File: config.mk
export PLATFORM = sky130hd
export DESIGN_NAME = fd_queue
export DESIGN_NICKNAME = d
export VERILOG_FILES = /design/src/rtl/fdq_pkg.sv /design/src/rtl/fdq_mem.sv /design/src/rtl/fd_queue.sv
export SDC_FILE = /design/constraint.sdc
export NUM_CORES = 1
export LEC_CHECK = 0
export CORE_MARGIN = 2
export CORE_UTILIZATION = 59
export DETAILED_ROUTE_END_ITERATION = 10
export PLACE_DENSITY_LB_ADDON = 0.08
export SLEW_MARGIN = 20
export SYNTH_ARGS = -nofsm -noshare
export SYNTH_HDL_FRONTEND = slang
export SYNTH_SLANG_ARGS = --single-unit
File: constraint.sdc
create_clock -name clk -period 9.3 [get_ports clk]
set_input_delay 1.86 -clock clk [delete_from_list [all_inputs] [get_ports clk]]
set_output_delay 1.86 -clock clk [all_outputs]
set_load 0.01 [all_outputs]
File: src/rtl/fdq_pkg.sv
// Shared types for the fetch/decode queue: the per-entry record and default widths.
package fdq_pkg;

  localparam int unsigned XLEN_DEF  = 32;
  localparam int unsigned TAGW_DEF  = 1;
  localparam int unsigned DEPTH_DEF = 4;
  localparam int unsigned PTRW      = $clog2(DEPTH_DEF);

  typedef struct packed {
    logic [XLEN_DEF-1:0] instr;
    logic [XLEN_DEF-1:0] pc;
    logic [XLEN_DEF-1:0] pcplus4;
    logic [TAGW_DEF-1:0] tag;
  } fd_entry_t;

  function automatic fd_entry_t zero_entry();
    zero_entry = '0;
  endfunction

endpackage

File: src/rtl/fdq_mem.sv
// Entry storage for fd_queue: flop array, one synchronous write port, one asynchronous read port.
module fdq_mem #(
  parameter int unsigned DEPTH = 4,
  parameter int unsigned W     = 1
) (
  input  logic                     clk_i,
  input  logic                     we_i,
  input  logic [$clog2(DEPTH)-1:0] waddr_i,
  input  logic [W-1:0]             wdata_i,
  input  logic [$clog2(DEPTH)-1:0] raddr_i,
  output logic [W-1:0]             rdata_o
);

  logic [W-1:0] mem_q [DEPTH];

  always_ff @(posedge clk_i) begin
    if (we_i) mem_q[waddr_i] <= wdata_i;
  end

  assign rdata_o = mem_q[raddr_i];

endmodule

File: src/rtl/fd_queue.sv
// Fetch/decode decoupling queue (circular buffer of DEPTH entries).
// Optional same-cycle empty-queue bypass enabled by defining FDQ_BYPASS_EN.
module fd_queue
  import fdq_pkg::*;
#(
  parameter int unsigned XLEN  = 32,
  parameter int unsigned DEPTH = 4,
  parameter int unsigned TAGW  = 1
) (
  input  logic                     clk,
  input  logic                     rst,
  input  logic                     validF,
  input  logic [XLEN-1:0]          RDF,
  input  logic [XLEN-1:0]          PCF,
  input  logic [XLEN-1:0]          PCPlus4F,
  input  logic [TAGW-1:0]          tagF,
  output logic                     readyF,
  output logic                     validD,
  output logic [XLEN-1:0]          instrD,
  output logic [XLEN-1:0]          PCD,
  output logic [XLEN-1:0]          PCPlus4D,
  output logic [TAGW-1:0]          tagD,
  input  logic                     StallD,
  input  logic                     FlushD,
  output logic [$clog2(DEPTH):0]   countD
);

  localparam int unsigned AW = $clog2(DEPTH);
  localparam int unsigned CW = AW + 1;

  // The entry record lives in the shared package, so its widths must match.
  if (XLEN != XLEN_DEF || TAGW != TAGW_DEF) begin : g_width_chk
    $error("fd_queue: XLEN/TAGW must match fdq_pkg entry widths");
  end

  logic [AW-1:0] wr_ptr_q, wr_ptr_d;
  logic [AW-1:0] rd_ptr_q, rd_ptr_d;
  logic [CW-1:0] count_q, count_d;

  fd_entry_t fetch_e, mem_e, head_e;
  logic      empty, push, pop, valid, wr_en, adv_rd;

  assign fetch_e = '{instr: RDF, pc: PCF, pcplus4: PCPlus4F, tag: tagF};

  assign empty  = (count_q == '0);
  assign readyF = (count_q < CW'(DEPTH));
  assign push   = validF & readyF;
  assign pop    = valid & ~StallD;

`ifdef FDQ_BYPASS_EN
  logic byp;
  // An empty queue forwards fetch straight to decode; the entry is only
  // stored if decode stalls on it, and the read pointer never moves for it.
  assign byp    = empty & validF;
  assign valid  = (~empty | validF) & ~FlushD & ~rst;
  assign wr_en  = push & ~(byp & ~StallD);
  assign adv_rd = pop & ~empty;
  assign head_e = byp ? fetch_e : mem_e;
`else
  assign valid  = ~empty;
  assign wr_en  = push;
  assign adv_rd = pop;
  assign head_e = mem_e;
`endif

  always_comb begin
    wr_ptr_d = wr_ptr_q;
    rd_ptr_d = rd_ptr_q;
    count_d  = count_q;
    if (wr_en)  wr_ptr_d = wr_ptr_q + 1'b1;
    if (adv_rd) rd_ptr_d = rd_ptr_q + 1'b1;
    unique case ({wr_en, adv_rd})
      2'b10:   count_d = count_q + 1'b1;
      2'b01:   count_d = count_q - 1'b1;
      default: count_d = count_q;
    endcase
  end

  always_ff @(posedge clk) begin
    if (rst || FlushD) begin
      wr_ptr_q <= '0;
      rd_ptr_q <= '0;
      count_q  <= '0;
    end else begin
      wr_ptr_q <= wr_ptr_d;
      rd_ptr_q <= rd_ptr_d;
      count_q  <= count_d;
    end
  end

  fdq_mem #(
    .DEPTH (DEPTH),
    .W     ($bits(fd_entry_t))
  ) u_mem (
    .clk_i   (clk),
    .we_i    (wr_en & ~FlushD & ~rst),
    .waddr_i (wr_ptr_q),
    .wdata_i (fetch_e),
    .raddr_i (rd_ptr_q),
    .rdata_o (mem_e)
  );

  fd_entry_t out_e;
  assign out_e    = valid ? head_e : zero_entry();
  assign validD   = valid;
  assign instrD   = out_e.instr;
  assign PCD      = out_e.pc;
  assign PCPlus4D = out_e.pcplus4;
  assign tagD     = out_e.tag;
  assign countD   = count_q;

endmodule

# After elaboration in Yosys (flattened, before gate mapping)
# Memory sizes are Yosys's and may differ from the RTL's. A register that Yosys moved wholly into a read port is not among the register bits.
# Index checks and enable logic that the tools add are counted.
# totals
reg_bits	7
ramBits	388
input_bits	102
word_cells	28
mem_count	1
# classes
n_addsub	4
magnitude_cmp	1
eq_ne	2
muxes	6
n_bitwise	8
n_reduce_logical	3
# mem_list
memory	words	word_bits	read_ports	rd_clocked_by_memory_dff	wr	line	text
u_mem.mem_q	4	97	1	1	1	fdq_mem.sv:14	logic [W-1:0] mem_q [DEPTH];
# ops
operator	n
$mux 97	1
$pmux 3 s2	1
$add 2x1->2 const B	2
$and 1x1->1	4
$mux 2	2
$not 1->1	4
$add 3x1->3 const B	1
$logic_not 3->1	1
$lt 3x3->1 const B	1
$sub 3x1->3 const B	1
$eq 2x1->1 const B	1
$eq 2x2->1 const B	1
$mux 1	2
$reduce_bool 2->1	1
$logic_or 1x1->1	1

# Logic depth before layout (Yosys ltp)
# Gate-level depths: netlist of run 1.
# logic_depth
ltp_word	6
ltp_mapped	9
mapped_depth_nobuf	8

# By module
# From an unflattened synthesis of run 1, not the netlist that was laid out.
# hier_totals
hier_cells	660
hier_area_um2	15023.2
# by_module_without_submodules
module	n_inst	cells_each	area_each_um2	seq_area_each_um2
fdq_mem	1	511	14015.9	11651.2
fd_queue	1	149	1007.2	140.1

# Least setup slack after synthesis of run 1
# No wires, ideal clock.
# synth_path
kind	input to register
start	input validF
end	memory u_mem.mem_q[0][0] in the netlist's numbering, enable pin
arrival_ns	4.533
t_required_ns	8.833
path_slack_ns	4.300
cell_stages	3
n_path_buf	1
cell_sequence	nor2b_1 clkbuf_1 and3_1
# synth_via
elab_chain_cells	5
# synth_rtl
element	line	text
from (decl)	fd_queue.sv:12	input logic validF,
$and 1x1->1	fd_queue.sv:47	assign push = validF & readyF;
$and 1x1->1 (2 in a row)	fd_queue.sv:96	.we_i (wr_en & ~FlushD & ~rst),
$mux 1	fdq_mem.sv:17	if (we_i) mem_q[waddr_i] <= wdata_i;
$mux 1 (not written as such)	fdq_mem.sv:17	
to (decl)	fdq_mem.sv:14	
# Every way passes these cells.

==> reports/metrics.cfg, run 1 <==
[run_status]
status = completed

[min_path]
hold_path_class = reg2reg

[critical_path]
slowest_stage = buf_4
path_cells = buf_4 > mux4_2 > nor2b_1 > clkdlybuf4s50_1
crit_arrival_ns = 3.29
r2r_setup_slack_ns = 6.53
r2r_start = countD[2]
max_stage_delay_ns = 0.74
worst-endpoint-required_ns = 7.44
end_kind = primary output
path_max_fanout = 40
worst_setup_path_start_kind = register
critPathKind = reg2out
critPathCapture = PCPlus4D[25]
rr_endpoint = u_mem.mem_q[2][66]
rr_worst_depth = 3

[cts]
cts_buffers = 40
clk_pin_slew_worst_paths_ns = 0.06
cts.hold.buffers_added = 0
cts.sinks = 397
post_cts_buffers = 0
htree_levels = 2
cts.repair.resized = 0
clock_latency_ns = 0.52
cts_root_buf = clkbuf_16
tritoncts = built
clk_path_buf_depth = 3

[global_routing]
met3_usage = 0.05101
antenna_found_initial = 3
met1_usage = 0.2855
use_met2 = 0.3558
grt_max_degree = 68
grt_pass1_wl_mm = 42.85
first_global_vias = 7599
track_usage = 0.2141
busiest_layer = met2
gr-total-overflow = 0

[synthesis]
synthFlopType = edfxtp_1
synth_seq_cells = 397
yosysUniqueCellTypes = 24
synth-edff-count = 388
yosysSeqAreaShare = 0.7821
syn_area_sq_mm = 0.01513
yosys_warnings = 0
syn_inst = 670
syn_avg_cell_area_sq_um = 22.58
synth_nets = 778
async_flop_share = 0

[timing]
slew_violations = 0
min_period_over_period = 0.5539
finalHoldViolCount = 0
clock_skew_ns = 0.01021
relSlewSlack = 0.3056
tns_ns = 0
period_needed_ns = 5.151
setup_ws_ns = 4.149
grt_setup_unrepaired = no
finalSetupViolCount = 0
fmax_mhz = 194.1
max_slew.worst_pin.slew_ns = 1.042

[flow_run]
max-cap-violations = 0

[placement]
io_buffers = 203
place.gp.congestion = 0.7382
post-place-ws_ns = 4.576
placed_area_sq_mm = 0.01747
hpwlAfterDp_mm = 16.20

[finish]
nNetsFinal = 997
layout-drive-gt1-share = 0.1863
finalInstanceArea_sq_mm = 0.01873
diodes = 0
syn2layout_area_growth_pct = 23.82

[floorplanning]
die-area_sq_mm = 0.02694
start_util = 0.6008
fp.dieW_microns = 164.1
pin_count = 204
rows = 58
core_area_sq_mm = 0.02518
die_y_microns = 164.1

[power_and_ir_drop]
ir_drop_mv = 0.1529
power.internal_mw = 3.024
pwr-share-seq = 0.532
powerDensity_mw_per_mm2 = 199.9
switching_share = 0.1925
combPwrFrac = 0.060
leakagePower_nw = 5.851
p_sw_uw = 720.8
clkPwrFrac = 0.409

[routing]
drt-total-wl_mm = 28.07
drc = 0
vias_per_cell = 5.705
antenna_left = 0
avgRoutedWirePerCell_microns = 22.49
dr.pass1.iters = 5
dr_total_vias = 7120
drtIter0Drc = 641

## worst max-delay path, delay by kind of cell (launching register included)
kind          cells  cell delay (ns)
flops             1             0.71
simple gates      1             0.17
buf+inv           2             1.27
mux               1             0.60
## placed cells by master (no fill, tap or decap), drive strengths merged
cell	n
clkinv	18
xor2	2
edfxtp	388
xnor2	1
mux4	97
nor2	7
and2b	15
and3	4
mux2i	1
nor3	1
nand2b	1
inv	8
clkdlybuf4s50	203
buf	9
clkbuf	49
bufinv	4
or2	1
a21oi	5
or3	3
fa	1
ha	5
dfxtp	9
nor2b	83
o21ai	3
## state kept, by name (all words and copies together) (netlist names), named ones only
name / cells
wr_ptr_q: 2
countD: 3
u_mem.mem_q: 388
rd_ptr_q: 2
## kinds of logic (layout without fill, tap and decap cells)
group | after synthesis | after routing | synth area share
AO/OA/AOI/OAI | 8 | 8 | 0.002646
adder cells (fa/ha/maj) | 6 | 6 | 0.005459
multiplexers | 98 | 98 | 0.1451
AND/OR/NAND/NOR | 115 | 115 | 0.04756
buffers and inverters | 43 | 291 | 0.01547
XOR/XNOR | 3 | 3 | 0.001737
flip-flops | 397 | 397 | 0.7821
## routing by layer
layer | vias up | routed length, microns
met5 | - | 37
met4 | 6 | 680
met3 | 52 | 1967
met2 | 236 | 14220
met1 | 3668 | 11160
li1 | 3158 | -
## cell type report
class / instances / area (sq um)
clock buffer: 49 / 1056
multi-input combinational: 230 / 3088
sequential: 397 / 11840
fill: 1401 / 6450
tap: 330 / 412.9
timing repair buffer: 212 / 2100
clock inverter: 22 / 206.4
inverter: 8 / 30.03
## through the flow
| stage | hold slack, ns | power, mW | util | std cells |
|---|---|---|---|---|
| floorplan | 0.4591 | 2.119 | - | 670 |
| global placement | 0.4644 | 2.248 | 0.6937 | 1177 |
| detailed placement | 0.4891 | 2.254 | 0.6937 | 1177 |
| CTS | 0.5072 | 3.781 | 0.7439 | 1248 |
| global route | 0.5159 | 3.865 | 0.7439 | 1248 |
| finish | 0.5072 | 3.745 | 0.7439 | 1248 |
## power by group through the flow
stage                     Combinational (mW)  Clock, mW  Sequential [mW]
after floorplan                       0.0914          0             2.03
after global placement                 0.221          0             2.03
after detailed placement               0.225          0             2.03
after CTS                              0.227       1.56             1.99
after global routing                   0.240       1.63             1.99
final                                  0.224       1.53             1.99
## Yosys cell counts (3+ instances only)
cell,count,area (sq um)
nor2b_1,83,519.3
o21ai_0,3,15.01
clkbuf_1,18,67.56
mux4_2,97,2185
edfxtp_1,388,11650
buf_4,6,45.04
buf_2,7,35.03
dfxtp_1,9,180.2
or3_1,3,18.77
inv_1,8,30.03
ha_1,5,62.56
and3_1,4,25.02
and2b_1,15,112.6
nor2_1,7,26.28
a21oi_1,5,25.02
buf_8,3,45.04
## worst min-delay path by stage
| stage | start | to | slack, ns | cells after the start |
|---|---|---|---|---|
| 6_report | rd_ptr_q[1] | register | 0.51 | 2 |
| 5_1_grt | rd_ptr_q[1] | register | 0.52 | 2 |
| 4_1_cts | rd_ptr_q[1] | register | 0.51 | 2 |
| 3_5_place_dp | rd_ptr_q[1] | register | 0.49 | 2 |
| 3_3_place_gp | rd_ptr_q[1] | register | 0.46 | 2 |
| 2_1_floorplan | rd_ptr_q[1] | register | 0.46 | 2 |
Note: power is estimated with default switching activity, not from simulation.
==> run 2: changes to the inputs <==
--- a/config.mk
+++ b/config.mk
@@ -6,7 +6,7 @@
 export NUM_CORES = 1
 export LEC_CHECK = 0
 export CORE_MARGIN = 2
-export CORE_UTILIZATION = 59
+export CORE_UTILIZATION = 55
 export DETAILED_ROUTE_END_ITERATION = 10
 export PLACE_DENSITY_LB_ADDON = 0.08
 export SLEW_MARGIN = 20
==> constraint.sdc (replaced) <==
create_clock -name clk -period 5 [get_ports clk]
set_input_delay 1 -clock clk [delete_from_list [all_inputs] [get_ports clk]]
set_output_delay 1 -clock clk [all_outputs]
set_load 0.01 [all_outputs]
==> reports/metrics.cfg, run 2 (same netlist as run 1, synthesis figures left out) <==
[global_routing]
grt_max_degree = 75
track_usage = 0.1996
first_global_vias = 7898
met3_usage = 0.04442
use_met2 = 0.3476
busiest_layer = met2
grt_pass1_wl_mm = 43.17
antenna_found_initial = 0
met1_usage = 0.2559
gr-total-overflow = 0

[floorplanning]
die-area_sq_mm = 0.02885
core_area_sq_mm = 0.02695
pin_count = 204
die_y_microns = 169.9
fp.dieW_microns = 169.9
start_util = 0.5613
rows = 60

[placement]
place.gp.congestion = 0.7237
io_buffers = 203
hpwlAfterDp_mm = 16.54
dp.cells = 1190
placed_area_sq_mm = 0.01759

[finish]
largest_reg_flops = 388
fillerInstances = 1701
syn2layout_area_growth_pct = 24.17
final-seq-area_sq_mm = 0.01184
final_common_cell = edfxtp_1
diodes = 0
largest-register = u_mem.mem_q
layout-drive-gt1-share = 0.1792
multi_input_area_sq_mm = 0.003088
utilization = 0.6970
finalInstanceArea_sq_mm = 0.01879
instances_no_fill = 1262
nNetsFinal = 1000
layout_common_cells = edfxtp_1 (388), clkdlybuf4s50_1 (203), mux4_2 (97)

[run_status]
status = completed

[timing]
clock_skew_ns = 0.01553
fmax_mhz = 255.0
relSlewSlack = 0.5214
slew_violations = 0
finalHoldViolCount = 0
finalSetupViolCount = 0
period_needed_ns = 3.922
tns_ns = 0
grt_setup_unrepaired = no
max_slew.worst_pin.slew_ns = 0.7178
min_period_over_period = 0.7843

[cts]
cts_buffers = 41
clk_pin_slew_worst_paths_ns = 0.06
cts.hold.buffers_added = 0
clock_latency_ns = 0.53
cts.repair.resized = 0
cts.sinks = 397
cts_root_buf = clkbuf_16
clk_path_buf_depth = 3
post_cts_buffers = 0
htree_levels = 2
tritoncts = built

[power_and_ir_drop]
combPwrFrac = 0.061
ir_drop_mv = 0.3276
switching_share = 0.1964
power.internal_mw = 5.492
powerDensity_mw_per_mm2 = 363.8
pwr-share-seq = 0.542
clkPwrFrac = 0.397
total_power_mw = 6.834
leakagePower_nw = 5.839
p_sw_mw = 1.342

[critical_path]
worst-endpoint-required_ns = 4.00
path_max_fanout = 37
worst_setup_path_start_kind = register
critPathKind = reg2out
r2r_setup_slack_ns = 2.64
end_kind = primary output
crit_arrival_ns = 2.92

[routing]
antenna_left = 0
drtIter0Drc = 486
avgRoutedWirePerCell_microns = 22.54
vias_per_cell = 5.706
drc = 0
drt-total-wl_mm = 28.44
dr_total_vias = 7201
dr.pass1.iters = 4

[flow_run]
max-cap-violations = 0

[min_path]
hold_path_class = reg2reg

[run 2: cell count changes in the layout (fill, tap and decap cells not counted), sizes merged]
| cell | delta |
|---|---|
| inv | +2 |
| bufinv | -4 |
| clkbuf | +7 |
| buf | +2 |
| clkinv | -4 |
[run 2: layout make-up]
cell class              count  area share
repair buffers            214      0.1172
well taps                 341     0.02271
multi-input cells         230      0.1644
flip-flops and latches    397      0.6302
clock inverters            16    0.003996
clock buffers              56     0.05988
inverters                   8    0.001599
[run 2: path summary, 6_finish.rpt]
path          startpoint      endpoint  cells after the start
max reg2reg    countD[2]     countD[2]                      9
min          rd_ptr_q[1]      register                      2
max             register  PCPlus4D[31]                      4
min reg2reg  rd_ptr_q[1]      register                      2
[run 2: metrics by stage]
stage          worst slack (ns)  hold slack, ns
3_5_place_dp              1.537          0.5055
4_1_cts                  0.9828          0.5219
6_report                  1.078          0.5381
5_1_grt                  0.8830          0.5814
2_1_floorplan            0.8603          0.4591
3_3_place_gp              1.569          0.4637
[run 2: power groups by stage]
stage	registers, mW	clock network (mW)	logic, mW
after floorplan	3.77	0	0.170
after global placement	3.77	0	0.413
after detailed placement	3.77	0	0.424
after CTS	3.70	2.78	0.426
after global routing	3.70	2.90	0.449
final	3.70	2.71	0.419
[run 2: critical path, stage by stage, from the launching register on]
cell,delay [ns]
dfxtp_4,0.75
buf_12,0.39
mux4_2,0.57
and2b_1,0.20
clkdlybuf4s50_1,0.48
[run 2: layer usage]
metal / share of wire / wire length (microns) / vias to the layer above
li1: - / - / 3174
met1: 0.40 / 11500 / 3753
met2: 0.51 / 14650 / 230
met3: 0.062 / 1757 / 44
met4: 0.019 / 541 / 0
met5: 0 / 0 / -
==> run 3: changes to the inputs <==
--- a/config.mk
+++ b/config.mk
@@ -6,7 +6,7 @@
 export NUM_CORES = 1
 export LEC_CHECK = 0
 export CORE_MARGIN = 2
-export CORE_UTILIZATION = 55
+export CORE_UTILIZATION = 49
 export DETAILED_ROUTE_END_ITERATION = 10
 export PLACE_DENSITY_LB_ADDON = 0.08
 export SLEW_MARGIN = 20
==> constraint.sdc (replaced) <==
create_clock -name clk -period 3.6 [get_ports clk]
set_input_delay 0.72 -clock clk [delete_from_list [all_inputs] [get_ports clk]]
set_output_delay 0.72 -clock clk [all_outputs]
set_load 0.01 [all_outputs]
==> reports/metrics.cfg, run 3 (same netlist as run 1, synthesis figures left out) <==
[timing]
period_needed_ns = 3.430
fin_hold_ws_ns = 0.4903
relSlewSlack = 0.5842
max_slew.worst_pin.slew_ns = 0.6224
fmax_mhz = 291.6
grt_setup_unrepaired = no
slew_violations = 0
min_period_over_period = 0.9528
clock_skew_ns = 0.02046
finalSetupViolCount = 0
finalHoldViolCount = 0
tns_ns = 0

[routing]
drc = 0
dr.pass1.iters = 5
drt-total-wl_mm = 29.24
drtIter0Drc = 510
vias_per_cell = 5.438
avgRoutedWirePerCell_microns = 22.02
antenna_left = 0
dr_total_vias = 7222

[power_and_ir_drop]
powerDensity_mw_per_mm2 = 506.2
total_power_mw = 9.663
ir_drop_mv = 0.4111
leakagePower_nw = 5.938

[finish]
utilization = 0.6257
layout_common_cells = edfxtp_1 (388), clkdlybuf4s50_1 (203), mux4_2 (97)
final_common_cell = edfxtp_1
layout-drive-gt1-share = 0.1933
largest_reg_flops = 388
syn2layout_area_growth_pct = 26.18
nNetsFinal = 1012
largest-register = u_mem.mem_q

[global_routing]
first_global_vias = 7902
track_usage = 0.1820
antenna_found_initial = 2
gr-total-overflow = 0
grt_max_degree = 70
grt_pass1_wl_mm = 45.24

[run_status]
status = completed

[critical_path]
path_max_fanout = 22
end_kind = primary output
worst-endpoint-required_ns = 2.88
crit_arrival_ns = 2.71
worst_setup_path_start_kind = register
rr_worst_depth = 9
critPathKind = reg2out

[cts]
clk_pin_slew_worst_paths_ns = 0.06
cts_root_buf = clkbuf_16
post_cts_buffers = 0
clock_latency_ns = 0.54
cts.hold.buffers_added = 0
tritoncts = built
cts.sinks = 397
cts.repair.resized = 0
clk_path_buf_depth = 3
cts_buffers = 42
htree_levels = 2

[floorplanning]
die_y_microns = 179.7
fp.dieW_microns = 179.7
die-area_sq_mm = 0.03230
core_area_sq_mm = 0.03051
pin_count = 204
start_util = 0.4959
rows = 64

[min_path]
hold_path_class = reg2reg
hold_depth = 2

[flow_run]
max-cap-violations = 0

[placement]
hpwlAfterDp_mm = 17.68
io_buffers = 203
place.gp.congestion = 0.7374

run 3: metrics by stage:
step,instances,setup WS [ns],area [sq um]
finish,1328,0.1701,19090
detailed placement,1256,0.6515,17840
global route,1327,0.0008209,19090
global placement,1256,0.6650,17840
CTS,1327,0.1005,19090
floorplan,670,0.8421,15130
run 3: path summary, 6_finish.rpt:
| check | slack (ns) | end | startpoint |
|---|---|---|---|
| worst min-delay path | 0.49 | register | rd_ptr_q[1] |
| worst max-delay path | 0.17 | tagD | register |
| worst max register to register | 1.39 | countD[2] | countD[2] |
| worst min register to register | 0.49 | register | rd_ptr_q[1] |
run 3: per-layer routing:
metal	vias to the layer above	routed length [microns]	global-route usage
li1	3196	-	-
met1	3749	12100	0.2404
met2	218	14720	0.3044
met3	57	1691	0.04072
met4	2	721	0.05821
met5	-	13	0
run 3: critical path, stage by stage (launching register included):
cell and delay [ns]:
dfxtp_4 0.68, buf_4 0.29, mux4_2 0.51, nor2b_1 0.17
clkdlybuf4s50_1 0.52
run 3: area by class of cell:
class | instances | area, sq um
inverter | 8 | 30.03
sequential | 397 | 11840
timing repair buffer | 225 | 2385
multi-input combinational | 230 | 3088
fill | 2091 | 11420
tap | 396 | 495.5
antenna | 1 | 2.502
clock buffer | 54 | 1160
clock inverter | 17 | 88.84
run 3: report_power, final:
group | switching [mW] | internal, mW
combinational | 0.266 | 0.332
clock | 1.66 | 2.26
sequential | 0.0174 | 5.12
total | 1.95 | 7.72
